==> config.mk <==
export PLATFORM = sky130hd
export DESIGN_NAME = mc_control_fsm
export DESIGN_NICKNAME = d
export VERILOG_FILES = /design/src/rtl/mc_control_fsm.sv
export SDC_FILE = /design/constraint.sdc
export NUM_CORES = 1
export LEC_CHECK = 0
export CAP_MARGIN = 15
export CORE_ASPECT_RATIO = 1.25
export CORE_MARGIN = 10
export CORE_UTILIZATION = 47
export DETAILED_ROUTE_END_ITERATION = 16
export PLACE_DENSITY = 0.85
export REMOVE_ABC_BUFFERS = 1
export SLEW_MARGIN = 20
export SYNTH_ARGS = -nofsm -noshare
export SYNTH_HDL_FRONTEND = slang
export SYNTH_SLANG_ARGS = --single-unit
==> constraint.sdc <==
create_clock -name clk -period 4.6 [get_ports clk]
set_input_delay 0.69 -clock clk [delete_from_list [all_inputs] [get_ports clk]]
set_output_delay 0.69 -clock clk [all_outputs]
set_load 0.03 [all_outputs]
==> src/rtl/mc_control_fsm.sv <==
// mc_control_fsm: multicycle sequencing controller for a shared-datapath
// RISC-V core. Steps each instruction through fetch/decode/execute/memory/
// writeback, drives the datapath selects and enables, waits on a
// variable-latency memory and traps on memory timeout or illegal opcode.
// Optional feature: define MC_PERF_CNT_EN to add cycle_cnt/instret_cnt.
module mc_control_fsm #(
    parameter int WAIT_LIMIT = 16,
    parameter int CNT_W      = 32
) (
    input  logic             clk,
    input  logic             reset,
    input  logic [6:0]       op,
    input  logic [2:0]       funct3,
    input  logic             Zero,
    input  logic             mem_ready,
    output logic             mem_req,
    output logic             MemWrite,
    output logic             AdrSrc,
    output logic             IRWrite,
    output logic             PCWrite,
    output logic             RegWrite,
    output logic [1:0]       ResultSrc,
    output logic [1:0]       ALUSrcA,
    output logic [1:0]       ALUSrcB,
    output logic [1:0]       ALUOp,
    output logic [1:0]       ImmSrc,
    output logic             trap,
    output logic             illegal_instr,
    output logic [3:0]       state_o
`ifdef MC_PERF_CNT_EN
    ,
    output logic [CNT_W-1:0] cycle_cnt,
    output logic [CNT_W-1:0] instret_cnt
`endif
);

    localparam logic [6:0] OP_LOAD   = 7'b0000011;
    localparam logic [6:0] OP_STORE  = 7'b0100011;
    localparam logic [6:0] OP_RTYPE  = 7'b0110011;
    localparam logic [6:0] OP_ITYPE  = 7'b0010011;
    localparam logic [6:0] OP_BRANCH = 7'b1100011;
    localparam logic [6:0] OP_JAL    = 7'b1101111;

    // Wait counter never exceeds WAIT_LIMIT-1, so this width always fits it.
    localparam int WW = $clog2(WAIT_LIMIT);
    localparam logic [WW-1:0] WAIT_LAST = WW'(WAIT_LIMIT - 1);

    typedef enum logic [3:0] {
        S_FETCH    = 4'd0,
        S_DECODE   = 4'd1,
        S_MEMADR   = 4'd2,
        S_MEMREAD  = 4'd3,
        S_MEMWB    = 4'd4,
        S_MEMWRITE = 4'd5,
        S_EXECR    = 4'd6,
        S_ALUWB    = 4'd7,
        S_EXECI    = 4'd8,
        S_JAL      = 4'd9,
        S_BRANCH   = 4'd10,
        S_TRAP     = 4'd11
    } state_e;

    state_e        state_q, state_d;
    logic [WW-1:0] wait_q, wait_d;
    logic          trap_q, trap_d;
    logic          illegal_q, illegal_d;
    logic          in_wait;
    logic          timeout;

    // Only funct3[0] matters (beq/bne); the other bits are deliberately ignored.
    logic unused_funct3;
    assign unused_funct3 = ^funct3[2:1];

    assign state_o       = state_q;
    assign trap          = trap_q;
    assign illegal_instr = illegal_q;

    // Immediate type follows the opcode in every state.
    always_comb begin
        unique case (op)
            OP_STORE:  ImmSrc = 2'b01;
            OP_BRANCH: ImmSrc = 2'b10;
            OP_JAL:    ImmSrc = 2'b11;
            default:   ImmSrc = 2'b00;
        endcase
    end

    // Next-state, datapath controls, timeout detection and flag updates.
    always_comb begin
        // NOTE: every output gets a default before the case so no path leaves it unassigned and infers a latch.
        state_d   = state_q;
        mem_req   = 1'b0;
        MemWrite  = 1'b0;
        AdrSrc    = 1'b0;
        IRWrite   = 1'b0;
        PCWrite   = 1'b0;
        RegWrite  = 1'b0;
        ResultSrc = 2'b00;
        ALUSrcA   = 2'b00;
        ALUSrcB   = 2'b00;
        ALUOp     = 2'b00;

        in_wait = (state_q == S_FETCH) || (state_q == S_MEMREAD) || (state_q == S_MEMWRITE);
        timeout = in_wait && !mem_ready && (wait_q == WAIT_LAST);

        unique case (state_q)
            S_FETCH: begin
                mem_req   = 1'b1;
                ALUSrcB   = 2'b10;
                ResultSrc = 2'b10;
                IRWrite   = mem_ready;
                PCWrite   = mem_ready;
                if (mem_ready) state_d = S_DECODE;
            end
            S_DECODE: begin
                // ALUOut captures OldPC + imm: the branch/jal target.
                ALUSrcA = 2'b01;
                ALUSrcB = 2'b01;
                unique case (op)
                    OP_LOAD, OP_STORE: state_d = S_MEMADR;
                    OP_RTYPE:          state_d = S_EXECR;
                    OP_ITYPE:          state_d = S_EXECI;
                    OP_BRANCH:         state_d = S_BRANCH;
                    OP_JAL:            state_d = S_JAL;
                    default:           state_d = S_TRAP;
                endcase
            end
            S_MEMADR: begin
                ALUSrcA = 2'b10;
                ALUSrcB = 2'b01;
                state_d = (op == OP_LOAD) ? S_MEMREAD : S_MEMWRITE;
            end
            S_MEMREAD: begin
                mem_req = 1'b1;
                AdrSrc  = 1'b1;
                if (mem_ready) state_d = S_MEMWB;
            end
            S_MEMWB: begin
                ResultSrc = 2'b01;
                RegWrite  = 1'b1;
                state_d   = S_FETCH;
            end
            S_MEMWRITE: begin
                mem_req  = 1'b1;
                MemWrite = 1'b1;
                AdrSrc   = 1'b1;
                if (mem_ready) state_d = S_FETCH;
            end
            S_EXECR: begin
                ALUSrcA = 2'b10;
                ALUOp   = 2'b10;
                state_d = S_ALUWB;
            end
            S_EXECI: begin
                ALUSrcA = 2'b10;
                ALUSrcB = 2'b01;
                ALUOp   = 2'b10;
                state_d = S_ALUWB;
            end
            S_ALUWB: begin
                RegWrite = 1'b1;
                state_d  = S_FETCH;
            end
            S_JAL: begin
                // PC loads the target from ALUOut while ALUResult forms PC+4 for rd.
                ALUSrcA = 2'b01;
                ALUSrcB = 2'b10;
                PCWrite = 1'b1;
                state_d = S_ALUWB;
            end
            S_BRANCH: begin
                ALUSrcA = 2'b10;
                ALUOp   = 2'b01;
                PCWrite = Zero ^ funct3[0];
                state_d = S_FETCH;
            end
            default: begin
                state_d = S_TRAP;
            end
        endcase

        // A memory handshake that never completes traps; mem_ready on the last cycle still wins.
        if (timeout) state_d = S_TRAP;

        // Enables must be quiet while the controller is being reset.
        if (reset) begin
            mem_req  = 1'b0;
            MemWrite = 1'b0;
            IRWrite  = 1'b0;
            PCWrite  = 1'b0;
            RegWrite = 1'b0;
        end

        if ((state_d != state_q) || mem_ready || !in_wait) wait_d = '0;
        else                                               wait_d = wait_q + 1'b1;

        trap_d    = trap_q | (state_d == S_TRAP);
        illegal_d = illegal_q | ((state_q == S_DECODE) && (state_d == S_TRAP));
    end

    // State, wait counter and sticky flags; reset wins in every state.
    always_ff @(posedge clk) begin
        // NOTE: sequential state uses non-blocking assignments so all registers update from pre-edge values.
        if (reset) begin
            state_q   <= S_FETCH;
            wait_q    <= '0;
            trap_q    <= 1'b0;
            illegal_q <= 1'b0;
        end else begin
            state_q   <= state_d;
            wait_q    <= wait_d;
            trap_q    <= trap_d;
            illegal_q <= illegal_d;
        end
    end

`ifdef MC_PERF_CNT_EN
    logic [CNT_W-1:0] cycle_q, instret_q;

    assign cycle_cnt   = cycle_q;
    assign instret_cnt = instret_q;

    // Performance counters: live cycles and completed instructions, wrapping naturally.
    always_ff @(posedge clk) begin
        if (reset) begin
            cycle_q   <= '0;
            instret_q <= '0;
        end else begin
            if (state_q != S_TRAP) cycle_q <= cycle_q + 1'b1;
            if ((state_q != S_FETCH) && (state_d == S_FETCH)) instret_q <= instret_q + 1'b1;
        end
    end
`endif

endmodule

# --- After elaboration in Yosys (flattened, before gate mapping) ---
# Cells that the tools add are included.
# Widths: inputs -> output; s select.
word_totals:
  regBits: 10
  output_inout_bits: 22
  word_cells: 72
  in_bits: 14
op_classes:
  n_addsub: 1
  reduce_logical: 22
  n_mux: 23
  eq_ne: 19
  bitwise: 3
op_table:
  columns: ["cell", "n"]
  rows:
  - ["$pmux 4 s7", 1]
  - ["$eq 4x4->1 const B", 5]
  - ["$pmux 4 s5", 1]
  - ["$eq 4x3->1 const B", 4]
  - ["$mux 4", 4]
  - ["$pmux 2 s2", 4]
  - ["$eq 7x6->1 const B", 2]
  - ["$eq 7x7->1 const B", 2]
  - ["$reduce_or 2->1", 7]
  - ["$reduce_or 3->1", 4]
  - ["$mux 1", 10]
  - ["$eq 4x2->1 const B", 2]
  - ["$eq 7x2->1 const B", 1]
  - ["$eq 7x5->1 const B", 1]
  - ["$pmux 2 s3", 1]
  - ["$add 4x1->4 const B", 1]
  - ["$eq 4x1->1 const B", 1]
  - ["$logic_not 4->1", 1]
  - ["$logic_or 1x1->1", 4]
  - ["$ne 4x4->1", 1]
  - ["$reduce_or 4->1", 1]
  - ["$logic_and 1x1->1", 3]
  - ["$mux 3", 1]
  - ["$pmux 1 s3", 1]
  - ["other kinds (3)", 5]

# --- Depth between registers and ports, before layout ---
depth:
  word_depth: 10
  ltp_mapped: 7

# --- Least setup slack after synthesis ---
# Ideal clock, no wire load.
synth_path:
  kind: "register -> output"
  startpoint: "register state_q[3], in the netlist state_o[3]"
  endpoint: "output port IRWrite"
  arrival_ns: 2.235
  path_slack_ns: 1.675
  path_stages_with_launch: 5
  t_required_ns: 3.910
  path_cell_list: "dfxtp_1 > buf_6 > buf_6 > nor4_1 > and3_1"
synth_via:
  elab_chain_len: 3
synth_rtl:
  columns: ["element", "line", "source"]
  rows:
  - ["from (decl)", "63", "state_e state_q, state_d;"]
  - ["from (signal assigned)", "210", "state_q <= state_d;"]
  - ["$logic_not 4->1", "106", "unique case (state_q)"]
  - ["$mux 1", "106", null]
  - ["$mux 1", "186", "if (reset) begin"]
  - ["to (decl)", "19", "output logic IRWrite,"]
# Every way passes these cells.

# --- Worst setup path in the final report ---
layout_path:
  startpoint: "input port mem_ready"
  endpoint: "output port PCWrite"
layout_via:
  elab_chain_len: 2
layout_rtl:
  columns: ["element", "line", "source"]
  rows:
  - ["from (decl)", "15", "input logic mem_ready,"]
  - ["$pmux 1 s3", "106", null]
  - ["$mux 1", "186", null]
  - ["to (decl)", "20", "output logic PCWrite,"]
# Every way passes these cells.

==> results.txt <==
proportion of power drawn by the clock network - 6.4%
buffer count from post-CTS setup fixing - 0
CTS tree - built
clock tree buffer depth - 2
clock sink count - 10
Highest Clock Rate - 305 MHz
DRC violations left - 0
clock latency of the later-clocked register in the worst-skew pair - 0.26 ns
sum of routed wire length over all layers - 2590 um
gate count of the mapped netlist - 124
clock transition at the register clock pins on the worst setup and hold paths after CTS - 0.06 ns
sequential share of power - 22.3%
total number of vias - 991
netlist area before placement - 937 um2
CP Max Fanout - 7
actual transition at the worst max-transition pin - 0.738 ns
share of the clock period used by the worst path after layout - 71.4%
Max transition margin - 50.7%
Rows - 18
clock buffer count from CTS - 3
Gates resized, CTS repair - 0
count of buffer and inverter cells on the critical path - 2
final worst clock skew - 0.000950 ns
drt wl/cell - 15.1 um
ANT cells - 0
initial antenna violation count - 0
worst min path class - reg2reg
RSZ-0062 raised after global routing - no
Comb power frac - 71.4%
number of max-slew violations in the final report - 0
top cells by area, synth - sky130_fd_sc_hd__dfxtp_1 (21%), sky130_fd_sc_hd__buf_6 (7.2%), sky130_fd_sc_hd__a21oi_1 (6.4%)
initial DRC count - 41
series of cell instances along the critical path - clkdlybuf4s50_1, nor3b_1, a21oi_1, nor3_1, a21oi_1, nor2_1, clkdlybuf4s50_1
power density cells - 756 nW/um2
via/cell ratio - 5.76
post-layout util - 63.8%
wire length of the first global-routing pass - 4310 um
largest area contributor in the synthesized netlist - sky130_fd_sc_hd__dfxtp_1
drt first pass iters - 4
pin count of the biggest net entering global routing - 24
fraction of synthesized cell area taken by the top area cell type - 21.4%
cell internal power dissipation - 434 uW
hpwl dp - 1930 um
fraction of synthesis flops using an asynchronous set or reset pin - 0%
Hold Violations, Final - 0
Final setup viols - 0
gr usage total - 12.3%
total number of yosys warnings - 0
NetSw - 500 uW
fraction of layout instances using a drive strength above 1 - 9.21%
post-cts hold buffer count - 0
CP Launch Type - input port
Root Buffer Master - sky130_fd_sc_hd__clkbuf_4
Max H-tree Level - 1
type of the setup path with the least slack - in2out
number of nets in the layout - 169
largest incremental delay on the critical path - 0.69 ns
starting density of the core - 48.4%
Period minus WS final - 3.28 ns
run status - finished clean
signal arrival time at the worst endpoint - 2.59 ns
worst hold slack after final layout - 0.452 ns
vertical die dimension - 69.9 um
IO Pins - 36
cell type group with the largest total delay on the critical path - buffers and inverters
Layout area overhead - 31.9%
portion of the post-synthesis area used by sequential elements - 21.4%
most instantiated flip-flop cell in the synthesis netlist - sky130_fd_sc_hd__dfxtp_1
post-route setup slack - 1.32 ns
Switching Fraction - 53.5%
Critical Path RT - 3.91 ns
Die X - 59.9 um
mean post-synth cell area - 7.56 um2
I/O Buffers - 33
IR Drop Worst-Case VDD - 435 uV
endpoint class of the critical path - output pin
Core Box Area - 1940 um2
worst slack after detailed placement - 1.33 ns
cell at the slowest stage of the critical path - sky130_fd_sc_hd__clkdlybuf4s50_1
aggregate global routing overflow - 0
max-capacitance violation count - 0
setup tns final - 0 ns
final weighted congestion in routability-driven placement - 0.820
FF+latch count, synth - 10
Die Footprint - 4190 um2
remaining antenna violation count after routing - 0
count of different cell masters after synthesis - 42
Lkg Pwr - 0.427 nW
via count of the first global-routing pass - 950
EDFF count, synth - 0
## synthesized netlist by cell type (2+ instances only)
master	count
sky130_fd_sc_hd__a21oi_1	12
sky130_fd_sc_hd__a31oi_1	4
sky130_fd_sc_hd__buf_6	6
sky130_fd_sc_hd__dfxtp_1	10
sky130_fd_sc_hd__inv_1	7
sky130_fd_sc_hd__nand2_1	7
sky130_fd_sc_hd__nand2b_1	5
sky130_fd_sc_hd__nand3_1	4
sky130_fd_sc_hd__nor2_1	15
sky130_fd_sc_hd__nor2b_1	2
sky130_fd_sc_hd__nor3_1	6
sky130_fd_sc_hd__nor3b_1	2
sky130_fd_sc_hd__nor4_1	2
sky130_fd_sc_hd__nor4b_1	2
sky130_fd_sc_hd__o21ai_0	8
sky130_fd_sc_hd__o31ai_1	2
sky130_fd_sc_hd__or2_2	2
sky130_fd_sc_hd__xnor2_1	3
sky130_fd_sc_hd__xor2_1	2
## metrics by stage
stage / total power, mW / instances / area (um2)
2_1_floorplan: 0.625 / 116 / 858
3_3_place_gp: 0.863 / 169 / 1210
3_5_place_dp: 0.874 / 169 / 1210
4_1_cts: 0.938 / 172 / 1240
5_1_grt: 1.00 / 172 / 1240
6_report: 0.934 / 172 / 1240
## registers in the layout, summed over array words and instances, names as in the netlist
name	flops
illegal_instr	1
wait_q	4
state_o	4
trap	1
## routing by layer
layer  wire length (um)  vias up  track usage, %
met4                 51        0            5.75
met3                186        8            4.16
met1               1100      449            14.6
li1                   -      507               -
met5                  0        -               0
met2               1250       27            18.9
## power by group through the flow
stage               Clock (mW)  Sequential [mW]  Combinational, mW
finish                  0.0594            0.208              0.667
global route            0.0652            0.216              0.721
CTS                     0.0612            0.204              0.673
global placement             0            0.203              0.661
floorplan                    0            0.231              0.394
detailed placement           0            0.206              0.668
## cells in the final DEF (no fill, tap or decap), types with 5 or more instances in the layout
master and n:
sky130_fd_sc_hd__clkdlybuf4s50_1 33, sky130_fd_sc_hd__nor2_1 15, sky130_fd_sc_hd__a21oi_1 12, sky130_fd_sc_hd__dfxtp_1 10, sky130_fd_sc_hd__o21ai_0 8, sky130_fd_sc_hd__inv_1 7
sky130_fd_sc_hd__nand2_1 7, sky130_fd_sc_hd__nor3_1 6, sky130_fd_sc_hd__nand2b_1 5
## final timing paths
path,from,to,slack (ns),cells past startpoint
setup reg to reg,state_o[0],state_o[1],2.51,5
setup / recovery,mem_ready,PCWrite,1.32,7
hold reg to reg,wait_q[0],wait_q[0],0.45,1
hold / removal,wait_q[0],wait_q[0],0.45,1
## worst reg2reg max path: cells and delay by family (launching register included)
| kind | cells | cell delay (ns) |
|---|---|---|
| compound gates | 2 | 0.33 |
| simple gates | 3 | 0.89 |
| flops | 1 | 0.78 |
## cells by family (layout without fill, tap and decap cells)
logic type / after synthesis / after routing / synth area share (%)
fa+ha+maj: 1 / 1 / 1.33
simple gates: 54 / 54 / 31.0
flops: 10 / 10 / 21.4
buf+inv: 15 / 43 / 11.2
xor+xnor: 5 / 5 / 4.67
compound gates: 39 / 39 / 30.4
## layout make-up
cell class / count / area, um2
clock buffer: 3 / 22.5
fill: 166 / 701
inverter: 7 / 26.3
multi-input combinational: 99 / 632
sequential: 10 / 200
tap: 20 / 25.0
timing repair buffer: 33 / 330
Power figures use the tool's default switching activity.
